$ cat src/rtl/nav_command_sequencer_if.sv
// Pilot command handshake plus the select/status buses feeding the axis position datapath.
interface nav_command_sequencer_if;
  logic       cmd_valid;
  logic [2:0] cmd;
  logic       cmd_ready;
  logic [3:0] mode_selector;
  logic [3:0] pos_selector;
  logic       cooldown_active;
  logic       warp_denied;
  logic       cmd_error;

  modport master (
    output cmd_valid, cmd,
    input  cmd_ready, mode_selector, pos_selector, cooldown_active, warp_denied, cmd_error
  );

  modport slave (
    input  cmd_valid, cmd,
    output cmd_ready, mode_selector, pos_selector, cooldown_active, warp_denied, cmd_error
  );
endinterface

$ cat src/rtl/nav_command_sequencer.sv
// Command sequencer driving the shared one-hot velocity/position selects for the x/y/z integrators.
// Owns power-up clear, persistent velocity mode, single-cycle warp with cooldown lockout, and position reset.
module nav_command_sequencer #(
  parameter int RESET_HOLD    = 2,
  parameter int WARP_COOLDOWN = 8
) (
  input logic                     clk,
  input logic                     reset,
  nav_command_sequencer_if.slave  bus
);
  localparam int CNT_MAX = (RESET_HOLD > WARP_COOLDOWN) ? RESET_HOLD : WARP_COOLDOWN;
  localparam int CW      = $clog2(CNT_MAX + 1);
  localparam logic [CW-1:0] HOLD_INIT = CW'(RESET_HOLD);
  localparam logic [CW-1:0] COOL_INIT = CW'(WARP_COOLDOWN);
  localparam logic [CW-1:0] ONE       = CW'(1);

  localparam logic [3:0] MODE_ZERO = 4'b0001, MODE_ATK = 4'b0010,
                         MODE_DEF  = 4'b0100, MODE_STL = 4'b1000;
  localparam logic [3:0] POS_CLEAR = 4'b0001, POS_INTEG = 4'b0010, POS_WARP = 4'b0100;

  typedef enum logic [2:0] {S_INIT, S_CRUISE, S_JUMP, S_COOLDOWN, S_CLEAR} state_e;
  typedef enum logic [2:0] {
    C_NOP, C_ATTACK, C_DEFENSE, C_STEALTH, C_WARP, C_HALT, C_RESET_POS, C_RSVD
  } cmd_e;

  state_e        r_state;
  logic [CW-1:0] r_cnt;
  logic [3:0]    r_mode;
  logic [3:0]    r_pos;
  logic          r_cmd_ready;
  logic          r_cool;
  logic          r_warp_denied;
  logic          r_cmd_error;

  logic w_accept;
  cmd_e w_cmd;
  assign w_accept = bus.cmd_valid & r_cmd_ready;
  assign w_cmd    = cmd_e'(bus.cmd);

  always_ff @(posedge clk) begin
    if (reset) begin
      r_state       <= S_INIT;
      r_cnt         <= HOLD_INIT;
      r_mode        <= MODE_ZERO;
      r_pos         <= POS_CLEAR;
      r_cmd_ready   <= 1'b0;
      r_cool        <= 1'b0;
      r_warp_denied <= 1'b0;
      r_cmd_error   <= 1'b0;
    end else begin
      r_warp_denied <= 1'b0;
      r_cmd_error   <= 1'b0;
      case (r_state)
        S_INIT: begin
          if (r_cnt <= ONE) begin
            r_state     <= S_CRUISE;
            r_cnt       <= '0;
            r_pos       <= POS_INTEG;
            r_cmd_ready <= 1'b1;
          end else begin
            r_cnt <= r_cnt - ONE;
          end
        end
        S_JUMP: begin
          r_state     <= S_COOLDOWN;
          r_cnt       <= COOL_INIT;
          r_pos       <= POS_INTEG;
          r_cmd_ready <= 1'b1;
          r_cool      <= 1'b1;
        end
        S_CLEAR: begin
          r_state     <= S_CRUISE;
          r_pos       <= POS_INTEG;
          r_cmd_ready <= 1'b1;
        end
        S_CRUISE, S_COOLDOWN: begin
          // Cooldown keeps counting regardless of commands; RESET_POS below overrides it.
          if (r_state == S_COOLDOWN) begin
            if (r_cnt <= ONE) begin
              r_state <= S_CRUISE;
              r_cnt   <= '0;
              r_cool  <= 1'b0;
            end else begin
              r_cnt <= r_cnt - ONE;
            end
          end
          if (w_accept) begin
            case (w_cmd)
              C_ATTACK:  r_mode <= MODE_ATK;
              C_DEFENSE: r_mode <= MODE_DEF;
              C_STEALTH: r_mode <= MODE_STL;
              C_HALT:    r_mode <= MODE_ZERO;
              C_WARP: begin
                if (r_state == S_COOLDOWN) begin
                  r_warp_denied <= 1'b1;
                end else begin
                  r_state     <= S_JUMP;
                  r_pos       <= POS_WARP;
                  r_cmd_ready <= 1'b0;
                end
              end
              C_RESET_POS: begin
                r_state     <= S_CLEAR;
                r_cnt       <= '0;
                r_pos       <= POS_CLEAR;
                r_mode      <= MODE_ZERO;
                r_cmd_ready <= 1'b0;
                r_cool      <= 1'b0;
              end
              C_RSVD:    r_cmd_error <= 1'b1;
              default:   ;
            endcase
          end
        end
        default: begin
          r_state     <= S_INIT;
          r_cnt       <= HOLD_INIT;
          r_mode      <= MODE_ZERO;
          r_pos       <= POS_CLEAR;
          r_cmd_ready <= 1'b0;
          r_cool      <= 1'b0;
        end
      endcase
    end
  end

  assign bus.cmd_ready       = r_cmd_ready;
  assign bus.mode_selector   = r_mode;
  assign bus.pos_selector    = r_pos;
  assign bus.cooldown_active = r_cool;
  assign bus.warp_denied     = r_warp_denied;
  assign bus.cmd_error       = r_cmd_error;
endmodule

$ cat src/flat_wrapper.sv
// flat-port wrapper written by rule: the top's interface ports become plain ports
module nav_command_sequencer_flat 
#(
  parameter int RESET_HOLD    = 2,
  parameter int WARP_COOLDOWN = 8
)
  (clk, reset, bus_cmd_valid, bus_cmd, bus_cmd_ready, bus_mode_selector, bus_pos_selector, bus_cooldown_active, bus_warp_denied, bus_cmd_error);
  nav_command_sequencer_if bus_i ();
  input logic clk;
  input logic reset;
  input wire logic [$bits(bus_i.cmd_valid)-1:0] bus_cmd_valid;
  input wire logic [$bits(bus_i.cmd)-1:0] bus_cmd;
  output wire logic [$bits(bus_i.cmd_ready)-1:0] bus_cmd_ready;
  output wire logic [$bits(bus_i.mode_selector)-1:0] bus_mode_selector;
  output wire logic [$bits(bus_i.pos_selector)-1:0] bus_pos_selector;
  output wire logic [$bits(bus_i.cooldown_active)-1:0] bus_cooldown_active;
  output wire logic [$bits(bus_i.warp_denied)-1:0] bus_warp_denied;
  output wire logic [$bits(bus_i.cmd_error)-1:0] bus_cmd_error;
  assign bus_i.cmd_valid = bus_cmd_valid;
  assign bus_i.cmd = bus_cmd;
  assign bus_cmd_ready = bus_i.cmd_ready;
  assign bus_mode_selector = bus_i.mode_selector;
  assign bus_pos_selector = bus_i.pos_selector;
  assign bus_cooldown_active = bus_i.cooldown_active;
  assign bus_warp_denied = bus_i.warp_denied;
  assign bus_cmd_error = bus_i.cmd_error;
  nav_command_sequencer #(.RESET_HOLD(RESET_HOLD), .WARP_COOLDOWN(WARP_COOLDOWN)) u_core (.clk(clk), .reset(reset), .bus(bus_i));
endmodule
$ cat config.mk
export PLATFORM = sky130hd
export DESIGN_NAME = nav_command_sequencer_flat
export DESIGN_NICKNAME = d
export VERILOG_FILES = /design/src/rtl/nav_command_sequencer_if.sv /design/src/rtl/nav_command_sequencer.sv /design/src/flat_wrapper.sv
export SDC_FILE = /design/constraint.sdc
export NUM_CORES = 1
export LEC_CHECK = 0
export BUFFER_PORTS_ARGS = -buffer_cell sky130_fd_sc_hd__buf_2
export CAP_MARGIN = 10
export CORE_ASPECT_RATIO = 1.2
export CORE_UTILIZATION = 59
export CTS_CLUSTER_DIAMETER = 150
export DETAILED_ROUTE_END_ITERATION = 8
export HOLD_SLACK_MARGIN = 0.02
export PLACE_DENSITY = 0.83
export REMOVE_ABC_BUFFERS = 1
export SLEW_MARGIN = 20
export SYNTH_ARGS = -nofsm -noshare
export SYNTH_HDL_FRONTEND = slang
export SYNTH_SLANG_ARGS = --single-unit
$ cat constraint.sdc
create_clock -name clk -period 3.4 [get_ports clk]
set_input_delay 0.51 -clock clk [delete_from_list [all_inputs] [get_ports clk]]
set_output_delay 0.51 -clock clk [all_outputs]
set_load 0.01 [all_outputs]
==> impl_metrics.ini <==
[setup_path]
critical_path_class = reg -> reg
critPathLaunchType = flip-flop
path_max_fanout = 8
r2r_setup_slack_ns = 1.50
worstSetupEndpoint = u_core.bus.cooldown_active$_SDFFE_PP0N_
required_ns = 3.60
rr_endpoint = u_core.bus.cooldown_active$_SDFFE_PP0N_
rr_worst_depth = 6
crit_path_end_kind = flip-flop
rr_startpoint = u_core.r_cnt[0]$_SDFFE_PP0N_
crit_start = u_core.r_cnt[0]$_SDFFE_PP0N_
cp_data_arrival_time_ns = 2.11

[clock_network]
cts_hold_buf = 0
clkTransAtPathRegs_ns = 0.10
root_buffer = clkbuf_4
clkLatencyLatePin_ns = 0.29
cts_resized = 0
cts-buffers-inserted = 3
clock_tree.buffer_depth = 2
cts_setup_buffers = 0
tritoncts = built
h-tree-depth = 1
cts_num_sinks = 18

[global_route]
grt_pass1_vias = 909
antenna_found_initial = 0
overflow = 0
grt_pass1_wl_um = 4020
grtUsageTotal_pct = 24.6
grt_max_degree = 21

[detailed_routing]
antenna_left = 0
drt-initial-drc-count = 52
via_count = 1050
maxUsedRoutingLayer = met4
met3WireLength_um = 127
wl_per_cell_um = 14.6
drc = 0
dr.pass1.iters = 5
met2_length_um = 1240
avgViaCountPerCell = 6.36
wl_met1_um = 1010
wirelength_um = 2410

[timing]
whs_ns = 0.455
finalHoldViolCount = 0
max_freq_ghz = 0.525
finalCritPeriodShare_pct = 56.0
setup_viol_count_final = 0
fin_skew_ns = 0.00186
relSlewSlack_pct = 59.4
rsz0062_at_grt = no
drv_slew = 0
period_minus_slack_ns = 1.90
setup-tns-final_ns = 0
fin_ws_ns = 1.50
tightest_slew_ns = 0.609

[synth]
ys_top_cells_by_area = dfxtp_1 (31%), a21oi_1 (7.0%), buf_4 (3.3%)
synth_seq_cells = 18
synth.cell_area_um2 = 1150
synth_warnings = 0
avgSynthCellArea_um2 = 8.25
synth_edf_count = 0
synthCells = 139
yosys_most_used_dff = dfxtp_1
synth_top_area_share_pct = 31.4
synth.distinct_cells = 52
yosysTopAreaCell = dfxtp_1
seq_area_frac_synth_pct = 31.4
async_flop_share_pct = 0

[pwr]
power.total_mw = 0.738
vdd_drop_max_v = 0.000431
power_per_cell_area_nw_per_um2 = 618
leakage_nw = 0.478

[place]
placedCellCount = 162
placed_area_um2 = 1170
dpl.hpwl_um = 1710
pre_cts_slack_ns = 1.52
gp_congestion = 0.868
port_buffers = 16

[floorplanning]
initial_core_util_pct = 62.7
core-area_um2 = 1830
die-area_um2 = 2130
die_x_um = 42.3
die_height_um = 50.3
io_pins = 18
rows = 17

[job]
cap_violations = 0

[finish]
n_antenna_cell = 0
final_area_um2 = 1190
drive_above_1_share_pct = 17.8
utilization_pct = 65.3
fillers = 158
stdcell_count = 165
nets = 156
area_growth_pct = 4.03

[outcome]
outcome = finished, final reports clean

[min_path]
hp-class = reg -> reg
where the power goes:
part	internal [mW]	switching, mW	leakage, nW
clock network	0.0412	0.0639	0.0138
logic	0.147	0.195	0.317
registers	0.250	0.0397	0.147
total	0.439	0.299	0.478
how the worst min path moves through the flow:
stage | end | startpoint | cells after the start | slack, ns
finish | u_core.bus.mode_selector[2]$_SDFFE_PP0P_ | u_core.bus.mode_selector[2]$_SDFFE_PP0P_ | 2 | 0.45
global route | u_core.bus.mode_selector[2]$_SDFFE_PP0P_ | u_core.bus.mode_selector[2]$_SDFFE_PP0P_ | 2 | 0.48
CTS | u_core.bus.mode_selector[2]$_SDFFE_PP0P_ | u_core.bus.mode_selector[2]$_SDFFE_PP0P_ | 2 | 0.46
detailed placement | u_core.bus.mode_selector[2]$_SDFFE_PP0P_ | u_core.bus.mode_selector[2]$_SDFFE_PP0P_ | 2 | 0.44
global placement | u_core.bus.mode_selector[2]$_SDFFE_PP0P_ | u_core.bus.mode_selector[2]$_SDFFE_PP0P_ | 2 | 0.44
floorplan | u_core.bus.mode_selector[2]$_SDFFE_PP0P_ | u_core.bus.mode_selector[2]$_SDFFE_PP0P_ | 2 | 0.47
critical path, stage by stage, from the launching register on:
cell and delay [ns]:
dfxtp_1 0.41, inv_1 0.09, ha_1 0.24, or2_1 0.33, and2_4 0.19, a221o_1 0.31
a211oi_2 0.25
routing by layer:
metal,vias to the layer above,global-route usage [%]
met5,-,0
met4,0,14.1
met3,4,3.24
met2,42,39.7
met1,480,31.3
li1,524,-
cells in the mapped netlist (2+ instances only):
| library cell | instances |
|---|---|
| nand2b_1 | 4 |
| dfxtp_1 | 18 |
| a22oi_1 | 2 |
| or2_1 | 2 |
| nor3_1 | 4 |
| inv_1 | 5 |
| and4b_1 | 2 |
| nand3_1 | 3 |
| ha_1 | 2 |
| clkbuf_1 | 3 |
| nor4_1 | 2 |
| o21bai_1 | 2 |
| a31oi_1 | 3 |
| nor2b_1 | 4 |
| nor2_1 | 9 |
| o21ai_0 | 4 |
| o211ai_1 | 4 |
| a21oi_1 | 16 |
| buf_6 | 2 |
| a211o_1 | 3 |
| buf_4 | 5 |
| nand2_1 | 10 |
logic make-up after synthesis:
group	Yosys count	share of synthesized area, %
AND/OR/NAND/NOR	49	24.5
AO/OA/AOI/OAI	50	31.2
XOR/XNOR	1	0.763
multiplexers	1	0.981
adder cells (fa/ha/maj)	2	2.18
other	1	0.327
buffers and inverters	17	8.61
flip-flops	18	31.4
placed cells by master, fill, tap and decap left out, types with 4 or more instances in the layout:
cell and instances:
o21ai_0 4, buf_2 16, nand2_1 10, a21oi_1 16, nand2b_1 4, o211ai_1 4, dfxtp_1 18, nor3_1 4
nor2b_1 4, nor2_1 9, inv_1 5
layout make-up:
cell class                      count  area, um^2  area share, %
Clock buffer                        3        22.5           1.89
Sequential cell                    18         360           30.2
Inverter                            5        18.8           1.57
Tap cell                           19        23.8           1.99
Timing Repair Buffer               16        80.1           6.71
Multi-Input combinational cell    104         688           57.7
flip-flops by register name (all words and copies together), names as in the netlist:
register and flops:
u_core.bus.mode_selector 4, u_core.r_cnt 4, u_core.bus.pos_selector 3, u_core.r_state 3, u_core.bus.cmd_error 1, u_core.bus.cmd_ready 1, u_core.bus.cooldown_active 1, u_core.bus.warp_denied 1
(Power assumes the default switching activity.)
